### config.mk
export PLATFORM = sky130hd
export DESIGN_NAME = systolic_result_collector
export DESIGN_NICKNAME = d
export VERILOG_FILES = /design/src/rtl/systolic_result_collector.sv
export SDC_FILE = /design/constraint.sdc
export NUM_CORES = 1
export LEC_CHECK = 0
export BUFFER_PORTS_ARGS = -buffer_cell sky130_fd_sc_hd__buf_2
export CORE_MARGIN = 2
export CORE_UTILIZATION = 32
export CTS_BUF_LIST = sky130_fd_sc_hd__clkbuf_8 sky130_fd_sc_hd__clkbuf_16
export CTS_CLUSTER_SIZE = 16
export DETAILED_ROUTE_END_ITERATION = 12
export HOLD_SLACK_MARGIN = 0.05
export PLACE_DENSITY_LB_ADDON = 0.05
export RECOVER_POWER = 25
export SYNTH_ARGS = -nofsm -noshare
export SYNTH_HDL_FRONTEND = slang
export SYNTH_SLANG_ARGS = --single-unit
### constraint.sdc
create_clock -name clk -period 3.3 [get_ports clk]
set_clock_uncertainty 0.05 [all_clocks]
set_input_delay 0.66 -clock clk [delete_from_list [all_inputs] [get_ports clk]]
set_output_delay 0.66 -clock clk [all_outputs]
set_load 0.02 [all_outputs]
### src/rtl/systolic_result_collector.sv
// Collects skewed column results from a systolic array, requantises Q16.16 to Q8.8 and emits full rows.
// Optional RESULT_SAT_EN: saturate on requantisation instead of wrapping.
module systolic_result_collector #(
  parameter int N      = 4,
  parameter int ACC_W  = 32,
  parameter int DATA_W = 16,
  parameter int FRAC   = 8,
  parameter int DEPTH  = 4
) (
  input  logic                clk,
  input  logic                rst_n,
  input  logic [N-1:0]        in_valid,
  input  logic [N*ACC_W-1:0]  in_data,
  output logic                out_valid,
  input  logic                out_ready,
  output logic [N*DATA_W-1:0] out_data,
  output logic [15:0]         out_row_idx,
  output logic                overflow,
  input  logic                clr_ovf
);

  localparam int PW = (DEPTH > 1) ? $clog2(DEPTH) : 1;

`ifdef RESULT_SAT_EN
  localparam logic signed [ACC_W-1:0] SMAX =
    (ACC_W'(1) <<< (DATA_W - 1)) - ACC_W'(1);
  localparam logic signed [ACC_W-1:0] SMIN = -SMAX - ACC_W'(1);
`endif

  logic [PW-1:0]     wp [N];
  logic [PW-1:0]     rd;
  logic [N-1:0]      filled     [DEPTH];
  logic [N-1:0]      filled_nxt [DEPTH];
  logic [DATA_W-1:0] buffer [DEPTH][N];
  logic [N-1:0]      accept;
  logic [N-1:0]      drop;
  logic              pop;

  function automatic logic [DATA_W-1:0] conv(
    input logic [ACC_W-1:0] x
  );
    logic signed [ACC_W-1:0] sh;
    sh = $signed(x) >>> FRAC;
`ifdef RESULT_SAT_EN
    if (sh > SMAX)
      return {1'b0, {(DATA_W-1){1'b1}}};
    else if (sh < SMIN)
      return {1'b1, {(DATA_W-1){1'b0}}};
    else
      return DATA_W'(sh);
`else
    return DATA_W'(sh);
`endif
  endfunction

  assign out_valid = &filled[rd];
  assign pop       = out_valid && out_ready;

  always_comb begin
    out_data = '0;
    for (int j = 0; j < N; j++)
      out_data[j*DATA_W +: DATA_W] = buffer[rd][j];
  end

  // A pop frees slot rd before this cycle's captures are judged.
  always_comb begin
    accept     = '0;
    drop       = '0;
    filled_nxt = filled;
    if (pop)
      filled_nxt[rd] = '0;
    for (int j = 0; j < N; j++) begin
      accept[j] = in_valid[j] &&
        (!filled[wp[j]][j] || (pop && (wp[j] == rd)));
      drop[j]   = in_valid[j] && !accept[j];
      if (accept[j])
        filled_nxt[wp[j]][j] = 1'b1;
    end
  end

  always_ff @(posedge clk or negedge rst_n) begin
    if (!rst_n) begin
      rd          <= '0;
      out_row_idx <= '0;
      overflow    <= 1'b0;
      for (int j = 0; j < N; j++)
        wp[j] <= '0;
      for (int d = 0; d < DEPTH; d++) begin
        filled[d] <= '0;
        for (int j = 0; j < N; j++)
          buffer[d][j] <= '0;
      end
    end else begin
      filled <= filled_nxt;
      if (pop) begin
        rd          <= rd + 1'b1;
        out_row_idx <= out_row_idx + 16'd1;
      end
      for (int j = 0; j < N; j++) begin
        if (accept[j]) begin
          buffer[wp[j]][j] <= conv(in_data[j*ACC_W +: ACC_W]);
          wp[j]            <= wp[j] + 1'b1;
        end
      end
      if (|drop)
        overflow <= 1'b1;
      else if (clr_ovf)
        overflow <= 1'b0;
    end
  end

endmodule

==> flow_summary.toml, run 1 <==
[status]
status = "finished with violations"
violations = "max-capacitance violations, max-slew violations"

[cts]
clkTransAtPathRegs_ns = 0.06
htree_levels = 2
numCtsBuffers = 38
cts_tree = "done"
post_cts_buffers = 0
cts_sinks = 299
post_cts_resize_count = 0
clk_latency_ns = 0.54
ctsHoldBuffers = 0
cts_buffer_depth = 3
root_buffer = "clkbuf_16"

[die]
initial_core_util_pct = 32.5
core_area_mm2 = 0.0421
fp-row-count = 75
die-area_mm2 = 0.0445
die_h_um = 211
pin_count = 218
die_w_um = 211

[route]
drtAntennaViolNets = 0
drtIter0Drc = 395
viasPerCell = 4.94
vias = 8225
wl_per_cell_um = 20.7
drc = 0
routed_wl_um = 34400
drtPass1Iterations = 6

[logic_synthesis]
synth_cell_types = 41
synth_ff_type = "dfrtp_1"
syn-instance-count = 924
ys.warnings.count = 0
synth-seq-cells = 299
yosysSeqAreaShare_pct = 54.6
synth_edf_count = 0
synth_nets = 1081
async_flop_share_pct = 100
synth_area_mm2 = 0.0137
synth_area_per_cell_um2 = 14.8

[timing]
min_period_over_period_pct = 92.0
fin_crit_ns = 3.04
rsz0062_at_grt = "no"
maxSlewViolCount = 80
hold_viol = 0
fin_tns_setup_ns = 0
slew-limit-headroom_pct = -53.5
setup_viol_count_final = 0
worst_slew_pin_slew_ns = 2.30
fmaxAchievable_mhz = 329

[placed_design]
placed_area_mm2 = 0.0152
gp_congestion = 0.688
hpwl_um = 20800
io_buffers = 153

[power]
seqPwrFrac_pct = 34.2
total_power_mw = 19.0
p_leak_nw = 7.42
p_sw_mw = 6.74
p_per_area_mw_per_mm2 = 1150
power_frac_clock_pct = 23.0
combPwrFrac_pct = 42.9
peakVddDrop_mv = 0.404
internal_power_mw = 12.2
p_sw_share_pct = 35.6

[worst_setup_path]
worstSetupPathType = "flip-flop to primary output"
path_buf_inv = 2
cp_cell_sequence = "buf_4 > mux4_2 > buf_2"
critPathSlowestCell = "dfrtp_4"
cp_max_fo = 32
arrival_ns = 2.33
cp_slowest_stage_delay_ns = 0.60
cp.required_ns = 2.59
start_kind = "flip-flop"
cp_top_family = "buffers and inverters"
crit_path_end_kind = "primary output"

[final_layout]
area_growth_pct = 20.6
finalInstanceArea_mm2 = 0.0165
drive_gt1_share_pct = 47.4
fin_nets = 1254
fill_cells = 4059

[job]
maxCapViolCount = 1

[global_routing]
grt_pass1_wl_um = 54300
grt.total_usage_pct = 16.0
grt_max_degree = 83
grt_overflow_total = 0
grt_pass1_vias = 8887
antenna_found_initial = 5

[worst_hold_path]
hold_path.class = "primary input to flip-flop"
path summary, 6_finish.rpt:
path,startpoint,endpoint,slack [ns],cells after the start
setup / recovery,rd[1]$_DFFE_PN0N_,out_data[14],0.26,3
hold / removal,in_data[85],buffer[157]$_DFFE_PN0P_,0.34,2
setup reg to reg,rd[1]$_DFFE_PN0N_,buffer[22]$_DFFE_PN0P_,0.42,6
hold reg to reg,out_row_idx[15]$_DFFE_PN0N_,out_row_idx[15]$_DFFE_PN0N_,0.42,1
max in group asynchronous,rst_n,buffer[224]$_DFFE_PN0P_,1.04,2
min in group asynchronous,rst_n,buffer[204]$_DFFE_PN0P_,0.77,1
power groups by stage:
stage          combinational (mW)  clock [mW]  sequential (mW)
2_1_floorplan                6.20           0             6.16
3_3_place_gp                 8.25           0             6.54
3_5_place_dp                 8.34           0             6.53
4_1_cts                      8.34        4.55             6.50
5_1_grt                      8.85        4.69             6.74
6_report                     8.13        4.36             6.48
placed cells by master (no fill, tap or decap), types with 3 or more instances in the layout:
cell type / n
mux2i_1: 3
nor2_1: 3
clkbuf_8: 9
o2bb2ai_1: 64
nand4_1: 3
inv_1: 17
nor3_4: 3
o211ai_4: 4
o211ai_2: 8
dfrtp_1: 297
clkinv_2: 7
nand2_1: 116
xnor2_1: 20
mux2_2: 162
bufinv_16: 4
and3_1: 5
clkbuf_16: 41
buf_12: 5
buf_2: 152
o21ai_0: 5
and4_1: 3
mux2_4: 36
o21ai_1: 3
mux4_2: 65
buf_4: 28
ha_1: 21
nand3_1: 10
xor2_1: 8
state kept, by name (all words and copies together) (netlist names):
signal / flops
out_row_idx: 16
filled: 16
overflow: 1
wp: 8
buffer: 256
rd: 2
worst register-to-register path, cell delays in order (launching register included):
cell,delay [ns]
dfrtp_4,0.60
nand2_1,0.10
o22ai_1,0.34
a211o_1,0.35
nor3_4,0.15
o211ai_4,0.76
mux2_2,0.42
synth_stat cells (5+ instances only):
master     count  area [um2]
dfrtp_1      299        7480
mux2_2       162        1820
nand2_1      116         435
mux4_2        65        1460
o2bb2ai_1     64         561
mux2_4        36         541
clkbuf_1      29         109
ha_1          21         263
xnor2_1       20         175
inv_1         13        48.8
nand3_1       10        50.1
buf_1          9        33.8
o211ai_2       8         100
xor2_1         8        70.1
buf_6          6        67.6
and3_1         5        31.3
buf_2          5        25.0
o21ai_0        5        25.0
per-layer routing:
| layer | global-route usage (%) | wire length, um | up-vias |
|---|---|---|---|
| met3 | 4.46 | 1780 | 58 |
| met2 | 24.3 | 15700 | 139 |
| met5 | 0 | 48 | - |
| met1 | 22.6 | 16200 | 4252 |
| met4 | 4.32 | 692 | 8 |
| li1 | - | - | 3768 |
area by class of cell:
cell class / instances / area (um2) / share of cell area, %
timing repair buffer: 187 / 1080 / 6.53
sequential: 299 / 7490 / 45.3
antenna: 2 / 5.00 / 0.0303
clock inverter: 16 / 178 / 1.07
multi-input combinational: 558 / 5910 / 35.7
clock buffer: 50 / 1150 / 6.96
tap: 539 / 674 / 4.08
inverter: 13 / 48.8 / 0.295
per-stage QoR:
| step | worst slack (ns) | hold WS [ns] | utilization, % | cells |
|---|---|---|---|---|
| 3_3_place_gp | 0.397 | 0.406 | 36.1 | 1596 |
| 3_5_place_dp | 0.411 | 0.410 | 36.1 | 1596 |
| 2_1_floorplan | 0.478 | 0.314 | - | 924 |
| 4_1_cts | 0.180 | 0.0732 | 39.3 | 1662 |
| 6_report | 0.264 | 0.343 | 39.2 | 1664 |
| 5_1_grt | 0.160 | 0.317 | 39.2 | 1662 |
cells by family (layout without fill, tap and decap cells):
logic type	Yosys count	after routing	share of synthesized area, %
AOI/OAI and AO/OA	95	95	6.43
xor gates and xnor gates	28	28	1.79
adders and majority gates	21	21	1.92
buffers and inverters	67	266	2.33
DFF	299	299	54.6
muxes	266	266	28.2
other	0	2	0
and+or+nand+nor	148	148	4.79
No activity file was read; power rests on OpenSTA's default activity.
==> inputs of run 2 (changes only) <==
Settings changed: CTS_BUF_LIST sky130_fd_sc_hd__clkbuf_8 sky130_fd_sc_hd__clkbuf_16 to sky130_fd_sc_hd__clkbuf_2 sky130_fd_sc_hd__clkbuf_4 sky130_fd_sc_hd__clkbuf_8.
==> flow_summary.toml, run 2 (synthesized netlist as in run 1, its figures left out) <==
[status]
status = "finished with violations"
violations = "max-capacitance violations, max-slew violations"

[die]
initial_core_util_pct = 32.5
die-area_mm2 = 0.0445
core_area_mm2 = 0.0421
die_w_um = 211
fp-row-count = 75
die_h_um = 211
pin_count = 218

[placed_design]
hpwl_um = 20800
io_buffers = 153
dp_cells = 1596
gp_congestion = 0.688

[power]
p_leak_nw = 7.40
peakVddDrop_mv = 0.425
p_per_area_mw_per_mm2 = 1120

[route]
wl_met1_um = 16400
routed_wl_um = 34600
drtIter0Drc = 387
wl_per_cell_um = 20.4
wl_met3_um = 1900
highest_layer = "met5"
viasPerCell = 4.90
vias = 8331
drc = 0
drtAntennaViolNets = 0
route.met2.wl_um = 15600
drtPass1Iterations = 6

[global_routing]
grt.total_usage_pct = 16.1
grt_pass1_vias = 9018
grt_overflow_total = 0
grt_max_degree = 83
grt_pass1_wl_um = 54600
antenna_found_initial = 5

[cts]
post_cts_buffers = 0
cts_sinks = 299
clk_latency_ns = 0.63
numCtsBuffers = 55
root_buffer = "clkbuf_8"
clkTransAtPathRegs_ns = 0.06
cts_buffer_depth = 3
htree_levels = 2
post_cts_resize_count = 0
cts_tree = "done"

[worst_hold_path]
hold_path.class = "primary input to flip-flop"
worstHoldEndpoint = "buffer[230]$_DFFE_PN0P_"
hold_start = "in_data[46]"
hold_depth = 2

[final_layout]
utilization_pct = 38.9
regMostFlops = "buffer"
regArea_mm2 = 0.00749
layout_common_cells = "297 x dfrtp_1, 162 x mux2_2, 152 x buf_2"
multi_input_area_mm2 = 0.00591
largestRegisters = "buffer x256, filled x16, out_row_idx x16"
fin_nets = 1272
drive_gt1_share_pct = 49.3
final_cells = 1700
largest_reg_flops = 256
fill_cells = 4067
area_growth_pct = 19.7
final_common_cell = "dfrtp_1"

[worst_setup_path]
r2r_slack_ns = 0.41
arrival_ns = 2.41
worstSetupPathType = "flip-flop to primary output"
crit_path_end_kind = "primary output"
r2r-start = "rd[1]$_DFFE_PN0N_"
cp.required_ns = 2.59
cp_max_fo = 32
start_kind = "flip-flop"
ff2ff_path_depth = 6
setup.worst_path.start = "rd[1]$_DFFE_PN0N_"
r2r_end = "buffer[22]$_DFFE_PN0P_"

[timing]
min_period_over_period_pct = 94.4
rsz0062_at_grt = "no"
slew-limit-headroom_pct = -52.5
worst_slew_pin_slew_ns = 2.29
fin_crit_ns = 3.12
fin_tns_setup_ns = 0
fmaxAchievable_mhz = 321
setup_viol_count_final = 0
maxSlewViolCount = 81
hold_viol = 0

[job]
maxCapViolCount = 1
==> run 2: area by class of cell <==
class | instances | share of cell area (%)
repair buffers | 188 | 6.59
clock inverters | 8 | 0.244
multi-input cells | 558 | 36.0
diodes | 2 | 0.0305
well taps | 539 | 4.11
flip-flops and latches | 299 | 45.7
clock buffers | 93 | 7.08
inverters | 13 | 0.297
==> run 2: report_power, final <==
part	switching, mW	leakage [nW]	internal, mW
sequential	1.03	3.63	5.45
clock	1.60	0.651	2.20
combinational	4.11	3.12	4.03
total	6.74	7.40	11.7
==> run 2: per-stage QoR <==
| step | power (mW) | area (um2) | hold slack [ns] | worst slack [ns] |
|---|---|---|---|---|
| 6_report | 18.4 | 16400 | 0.255 | 0.183 |
| 5_1_grt | 19.7 | 16400 | 0.201 | 0.0527 |
| 4_1_cts | 18.8 | 16400 | 0.179 | 0.0647 |
| 3_5_place_dp | 14.9 | 15200 | 0.410 | 0.411 |
| 3_3_place_gp | 14.8 | 15200 | 0.406 | 0.397 |
| 2_1_floorplan | 12.4 | 13700 | 0.314 | 0.478 |
==> run 2: timing repair <==
item / CTS / global route
endpoints found under the hold margin: 76 / 0
endpoints found under the setup margin: 0 / 0
hold buffers: 1 / 0
==> run 2: per-layer routing <==
layer,up-vias,GRT usage [%]
met2,171,24.2
met3,67,4.85
met5,-,0
met1,4279,22.5
li1,3806,-
met4,8,4.49
==> run 2: worst max-delay path by stage <==
| stage | end | cells after the start |
|---|---|---|
| 2_1_floorplan | out_data[0] | 4 |
| 3_3_place_gp | buffer[150]$_DFFE_PN0P_ | 6 |
| 3_5_place_dp | buffer[25]$_DFFE_PN0P_ | 6 |
| 4_1_cts | out_data[14] | 3 |
| 5_1_grt | out_data[14] | 3 |
| 6_report | out_data[14] | 3 |
==> run 2: worst max-delay path: stages, from the launching register on <==
cell and delay, ns:
dfrtp_4 0.60, buf_4 0.56, mux4_2 0.43, buf_2 0.18
==> inputs of run 3 (changes only) <==
==> constraint.sdc (replaced) <==
create_clock -name clk -period 3.3 [get_ports clk]
set_clock_uncertainty 0.05 [all_clocks]
set_input_delay 0.33 -clock clk [delete_from_list [all_inputs] [get_ports clk]]
set_output_delay 0.33 -clock clk [all_outputs]
set_load 0.02 [all_outputs]
==> flow_summary.toml, run 3 (synthesized netlist as in run 1, its figures left out) <==
[status]
status = "finished with violations"
violations = "max-capacitance violations, max-slew violations"

[timing]
fin_crit_ns = 3.02
rsz0062_at_grt = "no"
holdWs_ns = 0.188
fmaxAchievable_mhz = 331
hold_viol = 0
setup_viol_count_final = 0
min_period_over_period_pct = 91.5
worst_slew_pin_slew_ns = 1.96
slew-limit-headroom_pct = -30.7
fin_tns_setup_ns = 0
maxSlewViolCount = 69

[route]
drtIter0Drc = 369
routed_wl_um = 35200
drtPass1Iterations = 4
drtAntennaViolNets = 0
wl_per_cell_um = 19.8
viasPerCell = 4.84
vias = 8585
drc = 0

[worst_setup_path]
r2r_slack_ns = 0.41
crit_path_end_kind = "primary output"
ff2ff_path_depth = 7
worstSetupPathType = "flip-flop to primary output"
r2r_end = "buffer[13]$_DFFE_PN0P_"
cp.required_ns = 2.92
cp_max_fo = 25
setup.worst_path.start = "rd[0]$_DFFE_PN0N_"
critPathCapture = "out_data[14]"
start_kind = "flip-flop"
r2r-start = "rd[0]$_DFFE_PN0N_"
arrival_ns = 2.64

[cts]
root_buffer = "clkbuf_8"
cts_tree = "done"
cts_sinks = 299
numCtsBuffers = 57
cts_buffer_depth = 3
htree_levels = 2
clk_latency_ns = 0.63
clkTransAtPathRegs_ns = 0.06

[die]
pin_count = 218
die_h_um = 211
die_w_um = 211
die-area_mm2 = 0.0445
fp-row-count = 75
initial_core_util_pct = 32.5
core_area_mm2 = 0.0421

[placed_design]
io_buffers = 153
hpwl_um = 21000
gp_congestion = 0.703

[global_routing]
grt_overflow_total = 0
grt.total_usage_pct = 16.4
grt_pass1_wl_um = 56100
antenna_found_initial = 3
grt_pass1_vias = 9437
grt_max_degree = 71

[final_layout]
fin_nets = 1347
drive_gt1_share_pct = 46.9
final_common_cell = "dfrtp_1"
fill_cells = 4021
layout_common_cells = "297 x dfrtp_1, 162 x mux2_2, 152 x buf_2"
largest_reg_flops = 256
area_growth_pct = 25.2
regMostFlops = "buffer"
largestRegisters = "buffer x256, filled x16, out_row_idx x16"
utilization_pct = 40.7

[worst_hold_path]
hold_path.class = "primary input to flip-flop"

[power]
p_leak_nw = 7.72
p_per_area_mw_per_mm2 = 1090
peakVddDrop_mv = 0.456

[job]
maxCapViolCount = 1
==> run 3: changes by cell type in the layout (fill, tap and decap cells not counted), sizes merged <==
cell         before  now
buf             185  190
clkinv            8    2
bufinv            0    1
clkbuf           95  102
dlygate4sd3       1   68
clkinvlp          0    1
==> run 3: power breakdown <==
| part | total [mW] | switching [mW] | internal [mW] | leakage (nW) |
|---|---|---|---|---|
| Combinational | 8.28 | 4.18 | 4.10 | 3.42 |
| Clock | 3.96 | 1.62 | 2.35 | 0.669 |
| Sequential | 6.44 | 0.993 | 5.45 | 3.63 |
==> run 3: metal layers <==
layer  routed length [um]  track usage, %  part of all wire, %
met1                16300            22.1                   46
met4                  803            4.81                  2.3
met5                   23               0                0.065
met3                 1840            4.53                  5.2
met2                16200            26.0                   46
==> run 3: worst min path at each step <==
stage          slack [ns]                         end  depth (start not counted)  startpoint
3_3_place_gp         0.31     buffer[197]$_DFFE_PN0P_                          1       rst_n
3_5_place_dp         0.30     buffer[204]$_DFFE_PN0P_                          1       rst_n
6_report             0.19  out_row_idx[1]$_DFFE_PN0N_                          6   out_ready
4_1_cts              0.11  out_row_idx[1]$_DFFE_PN0N_                          6   out_ready
2_1_floorplan       -0.02       buffer[0]$_DFFE_PN0P_                          0       rst_n
5_1_grt              0.18  out_row_idx[1]$_DFFE_PN0N_                          6   out_ready
==> run 3: per-stage QoR <==
stage	total power [mW]	area [um2]	setup WS, ns	cells
2_1_floorplan	12.4	13700	0.768	924
3_3_place_gp	14.8	15200	0.376	1602
3_5_place_dp	14.9	15200	0.366	1602
4_1_cts	19.1	17200	0.127	1773
5_1_grt	20.0	17200	0.0729	1774
6_report	18.7	17200	0.279	1775
==> run 3: final cells by class <==
type	instances	area, um2	area share, %
clock inverters	4	47.5	0.277
inverters	13	48.8	0.284
well taps	539	674	3.93
multi-input cells	558	5910	34.4
clock buffers	99	1210	7.03
flip-flops and latches	299	7490	43.6
repair buffers	261	1790	10.4
diodes	2	5.00	0.0292
==> run 3: what timing repair did <==
action / in CTS / in global routing
buffers inserted: 0 / 0
gates resized for setup: 2 / 0
hold buffers: 68 / 0
setup endpoints to repair: 23 / 0
hold endpoints to repair: 329 / 0
==> run 3: critical path, cell delays in order, from the launching register on <==
cell and delay (ns):
dfrtp_4 0.44, buf_6 0.35, buf_6 0.42, mux4_2 0.59, buf_2 0.18
